### src/rtl/set_bit_serializer.sv
// Purpose: splits an OR-merged request mask into one beat per set bit, lowest bit first.
// Latency: first beat in the cycle after the word is accepted, then one beat per cycle.
// Backpressure: out_ready low holds every output stable; in_ready is high only when idle.
// Optional: SET_BIT_SERIALIZER_EMPTY_BEAT_EN turns a zero mask into a single empty beat.
module set_bit_serializer #(
  parameter int WIDTH = 32,
  parameter int IDX_W = 5
) (
  input  logic             clock,
  input  logic             reset_n,
  input  logic             in_valid,
  output logic             in_ready,
  input  logic [WIDTH-1:0] in_mask,
  output logic             out_valid,
  input  logic             out_ready,
  output logic [IDX_W-1:0] out_index,
  output logic [WIDTH-1:0] out_onehot,
  output logic             out_last,
  output logic [IDX_W:0]   out_seq,
  output logic             busy
`ifdef SET_BIT_SERIALIZER_EMPTY_BEAT_EN
  ,
  output logic             out_empty
`endif
);

  typedef enum logic {
    ST_IDLE = 1'b0,
    ST_EMIT = 1'b1
  } state_t;

  localparam logic [WIDTH-1:0] ONE     = WIDTH'(1);
  localparam logic [IDX_W:0]   SEQ_ONE = (IDX_W+1)'(1);

  state_t           state_q, state_d;
  logic [WIDTH-1:0] rem_q, rem_d;
  logic [IDX_W:0]   seq_q, seq_d;
`ifdef SET_BIT_SERIALIZER_EMPTY_BEAT_EN
  logic             empty_q, empty_d;
`endif

  logic             emit;
  logic [WIDTH-1:0] lowest;
  logic [WIDTH-1:0] rest;
  logic [IDX_W-1:0] low_idx;

  // Isolate the lowest remaining set bit and encode its position.
  always_comb begin
    lowest  = rem_q & (~rem_q + ONE);
    rest    = rem_q & (rem_q - ONE);
    low_idx = '0;
    for (int i = 0; i < WIDTH; i++) begin
      if (lowest[i]) begin
        low_idx = IDX_W'(i);
      end
    end
  end

  // Outputs come from registers only, forced to their idle values outside EMIT.
  always_comb begin
    emit       = (state_q == ST_EMIT);
    in_ready   = !emit;
    busy       = emit;
    out_valid  = emit;
    out_index  = emit ? low_idx : '0;
    out_onehot = emit ? lowest : '0;
    out_last   = emit && (rest == '0);
    out_seq    = seq_q;
`ifdef SET_BIT_SERIALIZER_EMPTY_BEAT_EN
    out_empty  = empty_q;
`endif
  end

  // Next-state: load a word from IDLE, retire one bit per accepted beat in EMIT.
  always_comb begin
    state_d = state_q;
    rem_d   = rem_q;
    seq_d   = seq_q;
`ifdef SET_BIT_SERIALIZER_EMPTY_BEAT_EN
    empty_d = empty_q;
`endif
    unique case (state_q)
      ST_IDLE: begin
        if (in_valid) begin
          if (in_mask != '0) begin
            rem_d   = in_mask;
            seq_d   = '0;
            state_d = ST_EMIT;
          end
`ifdef SET_BIT_SERIALIZER_EMPTY_BEAT_EN
          else begin
            // A zero word still gets one marker beat so the consumer sees it.
            rem_d   = '0;
            seq_d   = '0;
            empty_d = 1'b1;
            state_d = ST_EMIT;
          end
`endif
        end
      end
      ST_EMIT: begin
        if (out_ready) begin
          rem_d = rem_q & ~lowest;
          seq_d = seq_q + SEQ_ONE;
          if (out_last) begin
            seq_d   = '0;
            state_d = ST_IDLE;
`ifdef SET_BIT_SERIALIZER_EMPTY_BEAT_EN
            empty_d = 1'b0;
`endif
          end
        end
      end
      default: state_d = ST_IDLE;
    endcase
  end

  // State registers; reset abandons any word in flight.
  always_ff @(posedge clock or negedge reset_n) begin
    if (!reset_n) begin
      state_q <= ST_IDLE;
      rem_q   <= '0;
      seq_q   <= '0;
`ifdef SET_BIT_SERIALIZER_EMPTY_BEAT_EN
      empty_q <= 1'b0;
`endif
    end else begin
      state_q <= state_d;
      rem_q   <= rem_d;
      seq_q   <= seq_d;
`ifdef SET_BIT_SERIALIZER_EMPTY_BEAT_EN
      empty_q <= empty_d;
`endif
    end
  end

endmodule

### config.mk
export PLATFORM = sky130hd
export DESIGN_NAME = set_bit_serializer
export DESIGN_NICKNAME = d
export VERILOG_FILES = /design/src/rtl/set_bit_serializer.sv
export SDC_FILE = /design/constraint.sdc
export NUM_CORES = 1
export LEC_CHECK = 0
export CAP_MARGIN = 0
export CORE_AREA = 2 2 80 82
export CTS_CLUSTER_DIAMETER = 120
export DETAILED_ROUTE_END_ITERATION = 16
export DIE_AREA = 0 0 82 84
export MAX_ROUTING_LAYER = met4
export PLACE_DENSITY_LB_ADDON = 0.2
export SYNTH_ARGS = -nofsm -noshare
export SYNTH_HDL_FRONTEND = slang
export SYNTH_SLANG_ARGS = --single-unit
export TNS_END_PERCENT = 5
### constraint.sdc
create_clock -name clock -period 5.6 [get_ports clock]
set_clock_uncertainty 0.1 [all_clocks]
set_input_delay 0.84 -clock clock [delete_from_list [all_inputs] [get_ports clock]]
set_output_delay 0.84 -clock clock [all_outputs]
set_load 0.05 [all_outputs]
==> results.sh, run 1 <==
export IMPL_end_kind="primary output"
export IMPL_slowest_stage="clkdlybuf4s50_1"
export IMPL_clk_path_buf_depth=2
export IMPL_required_ns=4.66
export IMPL_use_met2_pct=43.6
export IMPL_worst_pin_slew_ns=0.918
export IMPL_grt_pass1_wl_mm=15.4
export IMPL_design_portCount=83
export IMPL_critPathKind="reg2out"
export IMPL_post_cts_buffers=0
export IMPL_cp_buffers_inverters=1
export IMPL_maxSlewViolCount=0
export IMPL_rows=29
export IMPL_drt_iter0_drc=264
export IMPL_routabilityCongestion=0.921
export IMPL_clock_latency_ns=0.30
export IMPL_finalSetupViolCount=0
export IMPL_async_flop_share_pct=100
export IMPL_path_cells="or4_1 -> nor2_4 -> nand2_1 -> maj3_1 -> a2111oi_2 -> and3_1 -> clkdlybuf4s50_1"
export IMPL_grt_setup_unrepaired="no"
export IMPL_netlist_area_leader_share_pct=31.1
export IMPL_syn_area_per_cell_um2=7.86
export IMPL_ys_seq_area_share_pct=31.1
export IMPL_antenna_found_initial=0
export IMPL_max_stage_delay_ns=0.87
export IMPL_vias=3328
export IMPL_synth_ff_type="dfrtp_1"
export IMPL_numPortBuffers=82
export IMPL_antenna_left=0
export IMPL_die_w_um=82
export IMPL_h_tree_depth=2
export IMPL_nNetsFinal=493
export IMPL_grt_max_degree=88
export IMPL_ys_ff_latch=39
export IMPL_fmax_ghz=0.204
export IMPL_status="finished, final reports clean"
export IMPL_cts_sinks=39
export IMPL_yosys_top_cells_area="dfrtp_1, mux2i_1, o21ai_0"
export IMPL_die_y_um=84
export IMPL_grt_busiest_layer="met2"
export IMPL_numCtsBuffers=5
export IMPL_dp_hpwl_mm=6.70
export IMPL_drt_total_wl_mm=9.29
export IMPL_dr_pass1_iters=5
export IMPL_wl_per_cell_um=17.4
export IMPL_cp_arrival_ns=3.96
export IMPL_synth_area_um2=3140
export IMPL_ys_types=51
export IMPL_cts_tree="built"
export IMPL_fin_crit_sh_pct=87.4
export IMPL_use_met1_pct=41.4
export IMPL_cts_resized=0
export IMPL_grt_pass1_vias=3012
export IMPL_drc_errors=0
export IMPL_grt_use_total_pct=29.2
export IMPL_overflow=0
export IMPL_dieArea_um2=6890
export IMPL_diodes=0
export IMPL_syn_nets=436
export IMPL_core_um2=6100
export IMPL_met3_usage_pct=4.33
export IMPL_fin_crit_ns=4.90
export IMPL_yosys_area_top_type="dfrtp_1"
export IMPL_start_kind="register"
export IMPL_fin_tns_setup_ns=0
export IMPL_cp_max_fo=10
export IMPL_synthTopCellsByCount="nand2_1, o21ai_0, dfrtp_1"
export IMPL_final_hold_violation_count=0
export IMPL_layout_drive_gt1_share_pct=5.47
export IMPL_cts_clk_slew_worst_paths_ns=0.08
export IMPL_netlist_instances=399
export IMPL_yosysWarnings=0
export IMPL_synth_edf_count=0
export IMPL_hold_class="reg2reg"
export IMPL_cts_root_buf="clkbuf_8"
export IMPL_holdBufCountCts=0
export IMPL_start_util_pct=51.5
export IMPL_synth_most_common_cell="nand2_1"
export IMPL_area_growth_pct=29.0
export IMPL_cap_violations=0
export IMPL_viasPerCell=6.23
export IMPL_slew_headroom_pct=38.8
export IMPL_critPathTopFamily="simple AND/OR/NAND/NOR gates"
placed cells by master (no fill, tap or decap), types with 4 or more instances in the layout:
master,instances
a21oi_1,18
clkdlybuf4s50_1,81
nand3_1,17
or3_1,5
nand4_1,8
inv_1,10
a22o_1,5
nor2_1,32
nor3_1,17
nor4_1,11
and3_1,21
dfrtp_1,38
nor4_4,4
o21ai_0,40
o211ai_1,11
mux2i_1,27
clkbuf_8,6
nor2b_1,7
nand2_1,45
o31ai_1,4
worst reg2reg max path: stages (launching register included):
cell and delay [ns]:
dfrtp_1 0.48, or4_1 0.80, nor2_4 0.24, nand2_1 0.15, maj3_1 0.42, a2111oi_2 0.32
and3_1 0.38, nor2_2 0.10, a221o_1 0.30
sequential cells by signal, indices dropped and copies added (netlist names):
name / flops
busy: 1
rem_q: 32
out_seq: 6
per-layer routing:
| metal | routed length [µm] | vias up |
|---|---|---|
| li1 | - | 1597 |
| met4 | 201 | 0 |
| met3 | 506 | 21 |
| met1 | 4290 | 1576 |
| met5 | 0 | - |
| met2 | 4290 | 134 |
worst paths after layout:
| kind | start | end | slack (ns) | cells after the start |
|---|---|---|---|---|
| min in group asynchronous | reset_n | out_seq[2] | 0.57 | 1 |
| max reg2reg | rem_q[2] | out_seq[2] | 2.20 | 8 |
| max | rem_q[2] | out_last | 0.70 | 7 |
| min reg2reg | out_seq[0] | out_seq[0] | 0.45 | 1 |
| max in group asynchronous | reset_n | busy | 4.20 | 1 |
| min | out_seq[0] | out_seq[0] | 0.45 | 1 |
cell families after synthesis:
family | Yosys count | synth area share [%]
AO/OA/AOI/OAI | 101 | 20.4
XOR/XNOR | 2 | 0.559
adder cells (fa/ha/maj) | 3 | 1.04
buffers and inverters | 45 | 6.10
flip-flops | 39 | 31.1
multiplexers | 27 | 8.62
AND/OR/NAND/NOR | 182 | 32.2
stage by stage:
step	util, %	setup WS (ns)	area (µm²)	hold WS (ns)	instances
global route	66.4	0.471	4050	0.516	534
floorplan	-	1.96	3140	0.419	399
global placement	64.5	1.12	3930	0.428	526
detailed placement	64.5	1.06	3930	0.437	526
finish	66.4	0.705	4050	0.445	534
CTS	66.4	0.728	4050	0.450	534
area by class of cell:
| class | count | area [µm²] |
|---|---|---|
| fill | 546 | 2050 |
| tap | 77 | 96.3 |
| inverter | 10 | 37.5 |
| timing repair buffer | 85 | 838 |
| sequential | 39 | 977 |
| clock inverter | 2 | 35.0 |
| multi-input combinational | 315 | 1980 |
| clock buffer | 6 | 82.6 |
Power of run 1 is left out: the tool's default activity adds up to more than one toggle a clock period on the data nets, which glitch-free logic cannot reach.
==> run 2: changes to the inputs <==
--- a/config.mk
+++ b/config.mk
@@ -11,7 +11,8 @@
 export DETAILED_ROUTE_END_ITERATION = 16
 export DIE_AREA = 0 0 82 84
 export MAX_ROUTING_LAYER = met4
-export PLACE_DENSITY_LB_ADDON = 0.2
+export PLACE_DENSITY = 0.85
+export SKIP_CTS_REPAIR_TIMING = 1
 export SYNTH_ARGS = -nofsm -noshare
 export SYNTH_HDL_FRONTEND = slang
 export SYNTH_SLANG_ARGS = --single-unit
==> run 2 against run 1 <==
- core utilization fell by 0.14 points
- fmax barely moved
- hold slack improved by 0.0061 ns
- cell area fell by 0.22%
- setup slack got worse by 0.0034 ns
- sequential share of layout area rose by 0.052 points
- non-clock buffer count fell by 1
- die area did not move
- via count rose by 2.0%
- critical endpoint unchanged
- count of clock-buffer cells in the layout fell by 1
- critical path depth did not move
==> results.sh, run 2 (same netlist as run 1, synthesis figures left out) <==
export IMPL_cap_violations=0
export IMPL_antenna_found_initial=0
export IMPL_viasPerCell=6.37
export IMPL_dieArea_um2=6890
export IMPL_cts_root_buf="clkbuf_8"
export IMPL_grt_use_total_pct=29.4
export IMPL_largest_reg_flops=32
export IMPL_die_w_um=82
export IMPL_status="finished, final reports clean"
export IMPL_hold_class="reg2reg"
export IMPL_start_util_pct=51.5
export IMPL_area_growth_pct=28.8
export IMPL_routabilityCongestion=0.966
export IMPL_dr_pass1_iters=5
export IMPL_top_register="rem_q"
export IMPL_overflow=0
export IMPL_grt_max_degree=88
export IMPL_maxSlewViolCount=0
export IMPL_final_hold_violation_count=0
export IMPL_diodes=0
export IMPL_grt_pass1_wl_mm=15.6
export IMPL_final_cell_mix="clkdlybuf4s50_1, nand2_1, o21ai_0"
export IMPL_cts_clk_slew_worst_paths_ns=0.09
export IMPL_finalSetupViolCount=0
export IMPL_antenna_left=0
export IMPL_seq_area_um2=977
export IMPL_slew_headroom_pct=38.0
export IMPL_min_path_cells=1
export IMPL_critPathKind="reg2out"
export IMPL_wl_per_cell_um=17.5
export IMPL_dp_hpwl_mm=6.74
export IMPL_worst_pin_slew_ns=0.926
export IMPL_core_um2=6100
export IMPL_die_y_um=84
export IMPL_required_ns=4.66
export IMPL_cts_sinks=39
export IMPL_cp_arrival_ns=3.96
export IMPL_rr_worst_depth=8
export IMPL_grt_setup_unrepaired="no"
export IMPL_clk_path_buf_depth=2
export IMPL_design_portCount=83
export IMPL_h_tree_depth=2
export IMPL_nNetsFinal=492
export IMPL_cp_max_fo=8
export IMPL_drc_errors=0
export IMPL_fin_crit_sh_pct=87.5
export IMPL_end_kind="primary output"
export IMPL_vias=3395
export IMPL_numCtsBuffers=5
export IMPL_clock_latency_ns=0.30
export IMPL_cts_tree="built"
export IMPL_fin_crit_ns=4.90
export IMPL_grt_pass1_vias=3124
export IMPL_start_kind="register"
export IMPL_drt_iter0_drc=266
export IMPL_fillCellCount=521
export IMPL_rows=29
export IMPL_numPortBuffers=82
export IMPL_fmax_ghz=0.204
export IMPL_final_common_cell="clkdlybuf4s50_1"
export IMPL_drt_total_wl_mm=9.32
export IMPL_multi_input_area_um2=1980
export IMPL_fin_tns_setup_ns=0
export IMPL_layout_drive_gt1_share_pct=5.26
[run 2: worst max-delay path: stages (launching register included)]
cell and delay (ns):
dfrtp_1 0.47, nor4_2 0.59, nand2_1 0.36, nor4_4 0.37, nand2_1 0.22, a2111oi_0 0.39
and3_1 0.38, clkdlybuf4s50_1 0.86
[run 2: final timing paths]
kind                       startpoint         end  slack (ns)
min                        out_seq[0]  out_seq[0]        0.45
max                          rem_q[9]    out_last        0.70
max in group asynchronous     reset_n        busy        4.22
max reg2reg                  rem_q[9]  out_seq[2]        2.19
min in group asynchronous     reset_n   rem_q[24]        0.56
min reg2reg                out_seq[0]  out_seq[0]        0.45
[run 2: metrics by stage]
stage	utilization, %	hold slack (ns)	worst slack, ns	instance area, µm²	std cells
5_1_grt	66.3	0.484	0.323	4040	533
3_3_place_gp	64.3	0.430	1.14	3920	525
2_1_floorplan	-	0.419	1.96	3140	399
6_report	66.3	0.451	0.702	4040	533
4_1_cts	66.3	0.457	0.733	4040	533
3_5_place_dp	64.3	0.439	1.09	3920	525
[run 2: layout make-up]
class                      instances  share of cell area (%)
clock buffer                       5                    1.70
multi-input combinational        315                    49.0
inverter                          10                   0.929
sequential                        39                    24.2
clock inverter                     3                    1.18
timing repair buffer              84                    20.6
tap                               77                    2.39
[run 2: metal layers]
metal	wire length (µm)	track usage [%]	up-vias
li1	-	-	1597
met1	3830	40.2	1588
met2	4470	43.9	186
met3	780	4.98	24
met4	252	10.0	0
met5	0	-	-
Power of run 2 is left out for the same reason.
